<file path="src/rtl/timer_counter.sv">
// timer_counter: 32-bit memory-mapped down-counting timer with interrupt.
// Register map on addr[3:2]: 0 CTRL {IM, MODE[1:0], EN}, 1 PRESET, 2 COUNT (RO), 3 reserved.
module timer_counter (
  input  logic        clk,
  input  logic        reset,
  input  logic [31:0] addr,
  input  logic        we,
  input  logic [31:0] wdata,
  output logic [31:0] rdata,
  output logic        irq
);

  typedef enum logic [1:0] {IDLE, LOAD, CNT, INT} state_t;

  localparam logic [1:0] A_CTRL   = 2'd0;
  localparam logic [1:0] A_PRESET = 2'd1;
  localparam logic [1:0] A_COUNT  = 2'd2;

  state_t      state, state_nxt;
  logic        en, im, irqf;
  logic [1:0]  mode;
  logic [31:0] preset, count;

  // FSM-issued datapath controls
  logic cnt_load, cnt_dec, cnt_zero, irqf_set, irqf_clr, en_clr;

  logic wr_ctrl, wr_preset, auto_rld;
  logic unused_addr;

  assign wr_ctrl     = we && (addr[3:2] == A_CTRL);
  assign wr_preset   = we && (addr[3:2] == A_PRESET);
  // Only MODE=01 reloads; 10 and 11 fall back to one-shot.
  assign auto_rld    = (mode == 2'b01);
  assign unused_addr = ^{addr[31:4], addr[1:0], wdata[31:4]};

  // State register
  always_ff @(posedge clk or negedge reset) begin
    if (!reset) state <= IDLE;
    else        state <= state_nxt;
  end

  // Next-state logic; COUNT of 0 or 1 both finish in a single CNT cycle
  always_comb begin
    state_nxt = state;
    case (state)
      IDLE:    if (en) state_nxt = LOAD;
      LOAD:    state_nxt = CNT;
      CNT:     if (!en) state_nxt = IDLE;
               else if (count <= 32'd1) state_nxt = INT;
      INT:     state_nxt = IDLE;
      default: state_nxt = IDLE;
    endcase
  end

  // FSM output decode into datapath strobes
  always_comb begin
    cnt_load = 1'b0;
    cnt_dec  = 1'b0;
    cnt_zero = 1'b0;
    irqf_set = 1'b0;
    irqf_clr = 1'b0;
    en_clr   = 1'b0;
    case (state)
      LOAD: cnt_load = 1'b1;
      CNT: if (en) begin
        if (count > 32'd1) cnt_dec = 1'b1;
        else begin
          cnt_zero = 1'b1;
          irqf_set = 1'b1;
        end
      end
      INT: if (auto_rld) irqf_clr = 1'b1;
           else          en_clr   = 1'b1;
      default: ;
    endcase
  end

  // CTRL: a software write beats the one-shot EN clear on the same edge
  always_ff @(posedge clk or negedge reset) begin
    if (!reset) begin
      en   <= 1'b0;
      mode <= 2'b00;
      im   <= 1'b0;
    end else if (wr_ctrl) begin
      en   <= wdata[0];
      mode <= wdata[2:1];
      im   <= wdata[3];
    end else if (en_clr) begin
      en   <= 1'b0;
    end
  end

  // PRESET: only sampled into COUNT on LOAD, so mid-count writes wait for the next run
  always_ff @(posedge clk or negedge reset) begin
    if (!reset)         preset <= '0;
    else if (wr_preset) preset <= wdata;
  end

  // COUNT: load, decrement, or pin to zero; never wraps
  always_ff @(posedge clk or negedge reset) begin
    if (!reset)        count <= '0;
    else if (cnt_load) count <= preset;
    else if (cnt_dec)  count <= count - 32'd1;
    else if (cnt_zero) count <= '0;
  end

  // IRQF: expiry set wins over a same-edge software clear
  always_ff @(posedge clk or negedge reset) begin
    if (!reset)                                irqf <= 1'b0;
    else if (irqf_set)                         irqf <= 1'b1;
    else if (irqf_clr || wr_ctrl || wr_preset) irqf <= 1'b0;
  end

  assign irq = irqf & im;

  // Read mux, combinational on addr only
  always_comb begin
    rdata = '0;
    case (addr[3:2])
      A_CTRL:   rdata = {28'd0, im, mode, en};
      A_PRESET: rdata = preset;
      A_COUNT:  rdata = count;
      default:  rdata = '0;
    endcase
  end

endmodule
</file>
<file path="config.mk">
export PLATFORM = sky130hd
export DESIGN_NAME = timer_counter
export DESIGN_NICKNAME = d
export VERILOG_FILES = /design/src/rtl/timer_counter.sv
export SDC_FILE = /design/constraint.sdc
export NUM_CORES = 1
export LEC_CHECK = 0
export BUFFER_PORTS_ARGS = -buffer_cell sky130_fd_sc_hd__buf_2
export CORE_ASPECT_RATIO = 0.9
export CORE_UTILIZATION = 40
export CTS_BUF_LIST = sky130_fd_sc_hd__clkbuf_8
export DETAILED_ROUTE_END_ITERATION = 12
export PLACE_DENSITY_LB_ADDON = 0.15
export SYNTH_ARGS = -nofsm -noshare
export SYNTH_HDL_FRONTEND = slang
export SYNTH_SLANG_ARGS = --single-unit
</file>
<file path="constraint.sdc">
create_clock -name clk -period 2.8 [get_ports clk]
set_clock_uncertainty 0.2 [all_clocks]
set_input_delay 0.28 -clock clk [delete_from_list [all_inputs] [get_ports clk]]
set_output_delay 0.28 -clock clk [all_outputs]
set_load 0.01 [all_outputs]
</file>
==> impl_metrics.csv, run 1 <==
group,metric,value,unit
clock_network,clk_path_buf_depth,2,
clock_network,ctsRootBufferMaster,"clkbuf_8",
place,place_hpwl,6450,um
worst_setup_path,start_kind,"flip-flop",
sta,finalSetupTns,0,ns
die,pin_count,100,
die,rows,33,
power,total_power,4.13,mW
sta,fin_crit_sh,94.1,%
power,clkPwrFrac,20.6,%
final_layout,postLayoutCellArea,4950,sq um
grt,antenna_found_initial,0,
sta,hold_viol_final,0,
routing,vias_per_cell,5.45,
logic_synthesis,seq_area_frac_synth,46.1,%
routing,met1_length,4800,um
die,dieArea,10000,sq um
sta,rsz0062_at_grt,"false",
die,core,9250,sq um
routing,drtPass1Iterations,4,
worst_setup_path,critPathLaunch,"count[17]",
logic_synthesis,synth_ff_type,"dfrtp_1",
job,drv_cap,0,
power,power.switching,1.53,mW
sta,setup_violations,0,
worst_setup_path,cp_top_family,"simple AND/OR/NAND/NOR gates",
worst_setup_path,required,2.83,ns
place,dp_cells,550,
final_layout,final_cell_mix,"dfrtp_1, buf_2, mux2_2, dlygate4sd3_1, o21ai_0",
power,leakage,2.17,nW
clock_network,clkSinkCount,71,
clock_network,htree_levels,3,
logic_synthesis,syn-num-nets,433,
final_layout,fin_cells,599,
final_layout,nets,541,
final_layout,fillerInstances,871,
power,netSwitchingFraction,37.1,%
power,power_density,835,nW/um^2
clock_network,clkLatencyLatePin,0.36,ns
worst_setup_path,r2r-start,"count[17]",
routing,ant_nets,0,
worst_setup_path,critPathMaxFanout,22,
worst_setup_path,ff2ff_path_depth,7,
logic_synthesis,synth-edff-count,0,
clock_network,clkTransAtPathRegs,0.08,ns
final_layout,drive_above_1_share,34.0,%
place,io_buffers,69,
worst_setup_path,cp-end-kind,"flip-flop",
worst_setup_path,path_class,"flip-flop to flip-flop",
final_layout,area_delta_synth_final,28.5,%
grt,grt_pass1_vias,3262,
logic_synthesis,synth-seq-cells,71,
place,post-place-ws,0.140,ns
sta,fmax,380,MHz
die,die_h,95.1,um
die,start_util,41.6,%
power,comb_power_share,37.4,%
grt,grt_pass1_wl,16100,um
sta,setup_ws,0.166,ns
routing,vias,3266,
logic_synthesis,synth_cells,364,
worst_hold_path,hold_path.class,"input pin to flip-flop",
logic_synthesis,synth_area_leaders,"dfrtp_1, mux2_2, a22o_1",
routing,routed_wl,9620,um
place,place_congestion,0.790,
worst_setup_path,cp.arrival,2.67,ns
power,p_int,2.60,mW
grt,grt_max_degree,40,
sta,drv_slew,0,
logic_synthesis,async_flop_share,100,%
worst_setup_path,cp_slowest_cell,"or4_1",
clock_network,cts_tree,"yes",
worst_setup_path,path_buf_inv,1,
worst_setup_path,slowest_delay,0.63,ns
worst_hold_path,hp-start,"we",
power,seq_power_share,42.0,%
clock_network,cts_made_buffers,9,
routing,wl_met3,368,um
final_layout,layout_commonest_cell,"dfrtp_1",
logic_synthesis,yosysWarnings,0,
grt,grt_usage,20.9,%
sta,min_period,2.63,ns
logic_synthesis,ys_types,49,
logic_synthesis,yosysTopAreaCellShare,46.1,%
worst_setup_path,r2r_slack,0.17,ns
logic_synthesis,avgSynthCellArea,10.6,sq um
routing,met2_length,4370,um
logic_synthesis,yosysTopAreaCell,"dfrtp_1",
status,status,"finished, final reports clean",
power,ir_drop,0.358,mV
sta,maxSlewHeadroom,45.4,%
routing,wl_per_cell,16.1,um
logic_synthesis,syn_area,3850,sq um
final_layout,antenna_cells,0,
routing,highest_layer,"met4",
worst_setup_path,path_cells,"or4_1, nor3b_2, and4_1, or2_4, buf_4, a21oi_2, a221o_1",
place,placed_area,4400,sq um
worst_hold_path,whs_path_depth,3,
sta,tightest_slew,0.818,ns
worst_setup_path,cp.depth,7,
routing,drc,0,
die,die_w,105,um
grt,grt_overflow_total,0,
routing,drt-initial-drc-count,123,
cell type report:
| class | count | area (sq um) | area share (%) |
|---|---|---|---|
| multi-input cells | 261 | 1930 | 39.0 |
| flip-flops and latches | 71 | 1780 | 35.9 |
| repair buffers | 123 | 858 | 17.3 |
| clock buffers | 12 | 165 | 3.34 |
| well taps | 122 | 153 | 3.09 |
| clock inverters | 4 | 43.8 | 0.885 |
| inverters | 6 | 22.5 | 0.455 |
cells by family after synthesis:
family / synth area share, %
XOR/XNOR: 1.82
multiplexers: 11.3
AO/OA/AOI/OAI: 21.2
AND/OR/NAND/NOR: 14.8
flip-flops: 46.1
adder cells (fa/ha/maj): 0.650
buffers and inverters: 4.16
per-layer routing:
layer | track usage (%) | vias to the layer above
li1 | - | 1605
met1 | 27.3 | 1585
met2 | 34.3 | 69
met3 | 6.15 | 7
met4 | 5.05 | 0
met5 | 0 | -
Yosys cell counts (2+ instances only):
library cell  instances
a21oi_2               7
a211oi_1              3
o311ai_0              2
nor3_1                8
buf_2                 3
or2_2                 3
or3_1                 9
clkbuf_1             15
a21oi_1               9
mux2i_1               4
a22o_1               28
or4_4                 2
nand3_1               7
nor4_1                8
o21ai_0              31
a221o_1              10
and3_1                2
dfrtp_1              71
a22oi_1              12
inv_1                 6
buf_1                 4
or4_1                 4
ha_1                  2
and2_1                3
xnor2_1               8
mux2_2               35
o211ai_1              3
nor3b_1               2
nor2b_1               4
o31ai_1               4
nor2_1               14
nand2b_1              2
nand2_1              23
sequential cells by signal, summed over array words and instances (netlist names):
| name | count |
|---|---|
| en | 1 |
| count | 32 |
| mode | 2 |
| im | 1 |
| state | 2 |
| preset | 32 |
| irqf | 1 |
power groups by stage:
| stage | clock network (mW) | logic (mW) | registers [mW] |
|---|---|---|---|
| final | 0.850 | 1.55 | 1.74 |
| after global routing | 0.929 | 1.74 | 1.79 |
| after CTS | 0.886 | 1.56 | 1.73 |
| after detailed placement | 0 | 1.51 | 1.75 |
| after global placement | 0 | 1.49 | 1.73 |
| after floorplan | 0 | 1.07 | 1.65 |
repair_timing:
action / 4_1_cts / 5_1_grt
hold buffers: 33 / 0
gates resized for setup: 0 / 1
hold endpoints to repair: 68 / 0
endpoints found under the setup margin: 0 / 4
setup buffers: 0 / 0
worst paths after layout:
check	end
min in group asynchronous	count[4]
max in group asynchronous	preset[24]
setup / recovery	count[5]
hold / removal	irqf
setup reg to reg	count[5]
hold reg to reg	count[26]
per-stage QoR:
stage               util (%)  hold WS (ns)
detailed placement      47.6         0.214
CTS                     53.4         0.120
finish                  53.5         0.122
global route            53.5         0.118
floorplan                  -        -0.216
global placement        47.6         0.226
worst register-to-register path, delay by kind of cell, from the launching register on:
kind | cells | cell delay, ns
DFF | 1 | 0.45
AOI/OAI and AO/OA | 2 | 0.29
buffers and inverters | 1 | 0.18
and+or+nand+nor | 4 | 1.39
Note: power is estimated with default switching activity, not from simulation.
==> run 2, diff against run 1 <==
--- a/config.mk
+++ b/config.mk
@@ -8,7 +8,6 @@
 export BUFFER_PORTS_ARGS = -buffer_cell sky130_fd_sc_hd__buf_2
 export CORE_ASPECT_RATIO = 0.9
 export CORE_UTILIZATION = 40
-export CTS_BUF_LIST = sky130_fd_sc_hd__clkbuf_8
 export DETAILED_ROUTE_END_ITERATION = 12
 export PLACE_DENSITY_LB_ADDON = 0.15
 export SYNTH_ARGS = -nofsm -noshare
==> run 2 against run 1 <==
Against the previous run: cell area did not move; fmax stayed put; sequential share of layout area is the same; non-clock buffer count did not move; first-iteration DRC count stayed put; count of clock-buffer cells in the layout increased by 1; sequential cell count unchanged; critical path type unchanged; largest cell class unchanged; highest routed layer unchanged.
==> impl_metrics.csv, run 2 (synthesis gave the netlist of run 1 again) <==
group,metric,value,unit
status,status,"finished, final reports clean",
grt,grt_overflow_total,0,
final_layout,reg.largest.list,"count: 32 flops, preset: 32 flops",
die,start_util,41.6,%
place,post-place-ws,0.140,ns
clock_network,ctsRootBufferMaster,"clkbuf_8",
worst_setup_path,required,2.83,ns
die,pin_count,100,
final_layout,multiInputGateArea,1930,sq um
sta,fmax,380,MHz
clock_network,clk_path_buf_depth,2,
sta,tightest_slew,0.818,ns
routing,drc,0,
die,rows,33,
worst_setup_path,cp.arrival,2.67,ns
final_layout,nets,541,
final_layout,layout_commonest_cell,"dfrtp_1",
worst_setup_path,cp-end-kind,"flip-flop",
sta,setup_violations,0,
die,core,9250,sq um
grt,grt_max_degree,40,
clock_network,cts_made_buffers,9,
routing,vias,3266,
final_layout,area_delta_synth_final,28.5,%
grt,grt_pass1_wl,16100,um
final_layout,seqCellArea,1780,sq um
power,leakage,2.16,nW
sta,maxSlewHeadroom,45.4,%
die,die_w,105,um
sta,finalSetupTns,0,ns
worst_setup_path,start_kind,"flip-flop",
clock_network,clkTransAtPathRegs,0.08,ns
die,dieArea,10000,sq um
final_layout,fillerInstances,871,
place,place_hpwl,6450,um
worst_hold_path,hold_path.class,"input pin to flip-flop",
power,ir_drop,0.358,mV
place,io_buffers,69,
routing,vias_per_cell,5.45,
sta,setup_ws,0.166,ns
place,place_congestion,0.790,
sta,rsz0062_at_grt,"false",
clock_network,clkSinkCount,71,
power,power_density,836,nW/um^2
job,drv_cap,0,
sta,min_period,2.63,ns
routing,routed_wl,9620,um
worst_setup_path,critPathMaxFanout,22,
grt,grt_usage,20.9,%
clock_network,htree_levels,3,
sta,drv_slew,0,
clock_network,clkLatencyLatePin,0.36,ns
die,die_h,95.1,um
final_layout,drive_above_1_share,34.0,%
sta,hold_viol_final,0,
final_layout,final_cell_mix,"dfrtp_1, buf_2, mux2_2, dlygate4sd3_1, o21ai_0",
grt,antenna_found_initial,0,
clock_network,cts_tree,"yes",
sta,fin_crit_sh,94.1,%
final_layout,antenna_cells,0,
worst_setup_path,path_class,"flip-flop to flip-flop",
grt,grt_pass1_vias,3262,
routing,drtPass1Iterations,4,
routing,drt-initial-drc-count,123,
routing,wl_per_cell,16.1,um
routing,ant_nets,0,
==> run 2: critical path, cell delays in order, from the launching register on <==
cell and delay (ns):
dfrtp_1 0.45, or4_1 0.63, nor3b_2 0.23, and4_1 0.22
or2_4 0.31, buf_4 0.18, a21oi_2 0.03, a221o_1 0.26
==> run 2: routing by layer <==
metal  share of wire (%)  track usage (%)
met3                 3.8             6.15
met2                  45             34.3
met4                0.83             5.05
met1                  50             27.3
met5                   0                0
==> run 2: cell type report <==
class / instances / share of cell area (%)
clock buffer: 13 / 3.41
clock inverter: 3 / 0.809
inverter: 6 / 0.455
multi-input combinational: 261 / 39.0
sequential: 71 / 35.9
tap: 122 / 3.09
timing repair buffer: 123 / 17.3
==> run 2: stage by stage <==
| step | utilization (%) | instance area, sq um | total power, mW | std cells | hold WS [ns] |
|---|---|---|---|---|---|
| 2_1_floorplan | - | 3850 | 2.72 | 364 | -0.216 |
| 3_3_place_gp | 47.6 | 4400 | 3.22 | 550 | 0.226 |
| 3_5_place_dp | 47.6 | 4400 | 3.26 | 550 | 0.214 |
| 4_1_cts | 53.4 | 4940 | 4.18 | 599 | 0.121 |
| 5_1_grt | 53.5 | 4950 | 4.46 | 599 | 0.118 |
| 6_report | 53.5 | 4950 | 4.14 | 599 | 0.122 |
==> run 2: report_power, final <==
| part | internal (mW) | switching (mW) |
|---|---|---|
| Combinational | 0.768 | 0.778 |
| Sequential | 1.35 | 0.386 |
| Clock | 0.482 | 0.371 |
| Total | 2.60 | 1.53 |
==> run 2: repair_timing <==
item	4_1_cts	5_1_grt
hold buffers	33	0
gates resized for setup	0	1
setup endpoints to repair	0	4
endpoints found under the hold margin	68	0
buffers inserted	0	0
==> run 2: path summary, 6_finish.rpt <==
| path | start | to | slack, ns | depth (start not counted) |
|---|---|---|---|---|
| hold / removal | we | irqf | 0.12 | 3 |
| hold reg to reg | preset[26] | count[26] | 0.32 | 2 |
| setup / recovery | count[17] | count[5] | 0.17 | 7 |
| min in group asynchronous | reset | count[4] | 0.36 | 2 |
| setup reg to reg | count[17] | count[5] | 0.17 | 7 |
| max in group asynchronous | reset | preset[24] | 1.35 | 3 |
==> run 3, diff against run 2 <==
--- a/config.mk
+++ b/config.mk
@@ -7,9 +7,10 @@
 export LEC_CHECK = 0
 export BUFFER_PORTS_ARGS = -buffer_cell sky130_fd_sc_hd__buf_2
 export CORE_ASPECT_RATIO = 0.9
-export CORE_UTILIZATION = 40
+export CORE_UTILIZATION = 53
 export DETAILED_ROUTE_END_ITERATION = 12
 export PLACE_DENSITY_LB_ADDON = 0.15
+export SLEW_MARGIN = 10
 export SYNTH_ARGS = -nofsm -noshare
 export SYNTH_HDL_FRONTEND = slang
 export SYNTH_SLANG_ARGS = --single-unit
==> run 3 against run 2 <==
Against the previous run: sequential share of layout area increased by 0.21 points; sequential power about the same; fmax decreased by 0.39%; die area is 24% lower; first-iteration DRC count up 29%; non-clock buffer count rose by 2; count of clock-buffer cells in the layout fell by 2; power fell by 0.86%; global-route usage increased by 5.6 points; sequential cell count is the same; register-to-register slack hardly changed; cell count decreased by 4.5%.
==> impl_metrics.csv, run 3 (synthesis gave the netlist of run 1 again) <==
group,metric,value,unit
sta,fin_crit_sh,94.4,%
clock_network,clkLatencyLatePin,0.35,ns
clock_network,htree_levels,3,
place,place_congestion,0.777,
place,dp_cells,523,
place,post-place-ws,0.149,ns
power,ir_drop,0.445,mV
die,pin_count,100,
grt,grt_pass1_vias,3307,
die,dieArea,7610,sq um
final_layout,postLayoutCellArea,4920,sq um
final_layout,reg.largest.list,"count: 32 flops, preset: 32 flops",
final_layout,drive_above_1_share,34.4,%
die,rows,29,
worst_setup_path,slowest_delay,0.48,ns
power,total_power,4.10,mW
sta,min_period,2.64,ns
worst_setup_path,path_buf_inv,1,
final_layout,final_util,69.9,%
sta,tightest_slew,0.852,ns
routing,routed_wl,9550,um
routing,drc,0,
worst_setup_path,cp_top_family,"simple AND/OR/NAND/NOR gates",
clock_network,postCtsSetupRepairBufs,0,
routing,vias,3351,
worst_setup_path,cp_slowest_cell,"or3_1",
die,die_w,91.9,um
final_layout,nets,543,
routing,vias_per_cell,5.86,
sta,rsz0062_at_grt,"false",
die,core,7040,sq um
sta,finalSetupTns,0,ns
worst_setup_path,critPathMaxFanout,11,
sta,drv_slew,0,
sta,setup_violations,0,
die,die_h,82.9,um
die,start_util,54.7,%
routing,wl_per_cell,16.7,um
clock_network,cts_made_buffers,9,
worst_setup_path,cp.arrival,2.68,ns
place,place_hpwl,6200,um
sta,fmax,378,MHz
final_layout,fillerInstances,547,
worst_setup_path,path_cells,"or3_1, nor4_2, and4_1, or2_4, buf_4, nor4_1, a221o_1",
clock_network,cts_tree,"yes",
sta,fin_hold_ws,0.120,ns
final_layout,final_cell_mix,"dfrtp_1, buf_2, mux2_2, dlygate4sd3_1, o21ai_0",
place,io_buffers,69,
final_layout,area_delta_synth_final,27.7,%
worst_setup_path,path_class,"flip-flop to flip-flop",
grt,antenna_found_initial,0,
sta,setup_ws,0.156,ns
routing,drt-initial-drc-count,159,
final_layout,antenna_cells,0,
grt,grt_max_degree,43,
routing,drtPass1Iterations,4,
clock_network,ctsRootBufferMaster,"clkbuf_8",
grt,grt_usage,26.5,%
job,drv_cap,0,
routing,ant_nets,0,
clock_network,clk_path_buf_depth,2,
grt,grt_overflow_total,0,
worst_setup_path,cp-end-kind,"flip-flop",
worst_setup_path,required,2.84,ns
final_layout,layout_commonest_cell,"dfrtp_1",
sta,maxSlewHeadroom,43.2,%
clock_network,clkSinkCount,71,
worst_hold_path,hold_path.class,"input pin to flip-flop",
clock_network,clkTransAtPathRegs,0.08,ns
power,power_density,834,nW/um^2
place,placed_area,4380,sq um
worst_setup_path,start_kind,"flip-flop",
grt,grt_pass1_wl,16000,um
power,leakage,2.16,nW
status,status,"finished, final reports clean",
final_layout,fin_cells,572,
sta,hold_viol_final,0,
[run 3: cell types whose count changed in the layout (fill, tap and decap cells not counted), sizes merged]
| cell | change |
|---|---|
| buf | +2 |
| clkbuf | -2 |
| clkinv | -1 |
| clkinvlp | +3 |
[run 3: worst paths after layout]
| check | depth (start not counted) | from | slack (ns) | end |
|---|---|---|---|---|
| max in group asynchronous | 3 | reset | 1.43 | count[19] |
| max reg2reg | 7 | count[5] | 0.16 | count[11] |
| min reg2reg | 2 | preset[8] | 0.33 | count[8] |
| max | 7 | count[5] | 0.16 | count[11] |
| min in group asynchronous | 2 | reset | 0.30 | im |
| min | 3 | we | 0.12 | irqf |
[run 3: final cells by class]
type	instances	area (sq um)	share of cell area, %
Timing Repair Buffer	125	873	17.8
Clock buffer	11	141	2.87
Inverter	6	22.5	0.458
Clock inverter	5	57.6	1.17
Tap cell	93	116	2.37
Multi-Input combinational cell	261	1930	39.3
Sequential cell	71	1780	36.1
[run 3: report_power, final]
group	switching (mW)	internal (mW)
sequential	0.398	1.35
clock	0.394	0.434
combinational	0.777	0.747
[run 3: what timing repair did]
item,in CTS,in global routing
endpoints found under the hold margin,65,0
setup endpoints to repair,0,10
hold buffers,33,0
resized for setup,0,2
[run 3: routing by layer]
| metal | vias to the layer above | GRT usage [%] | wire, um |
|---|---|---|---|
| li1 | 1597 | - | - |
| met1 | 1662 | 36.7 | 4550 |
| met2 | 79 | 42.7 | 4520 |
| met3 | 13 | 5.59 | 355 |
| met4 | 0 | 6.82 | 127 |
| met5 | - | 0 | 0 |
[run 3: tightest hold or removal path: stages]
cell	delay (ns)
buf_2	0.11
nand2b_1	0.09
a32o_1	0.16
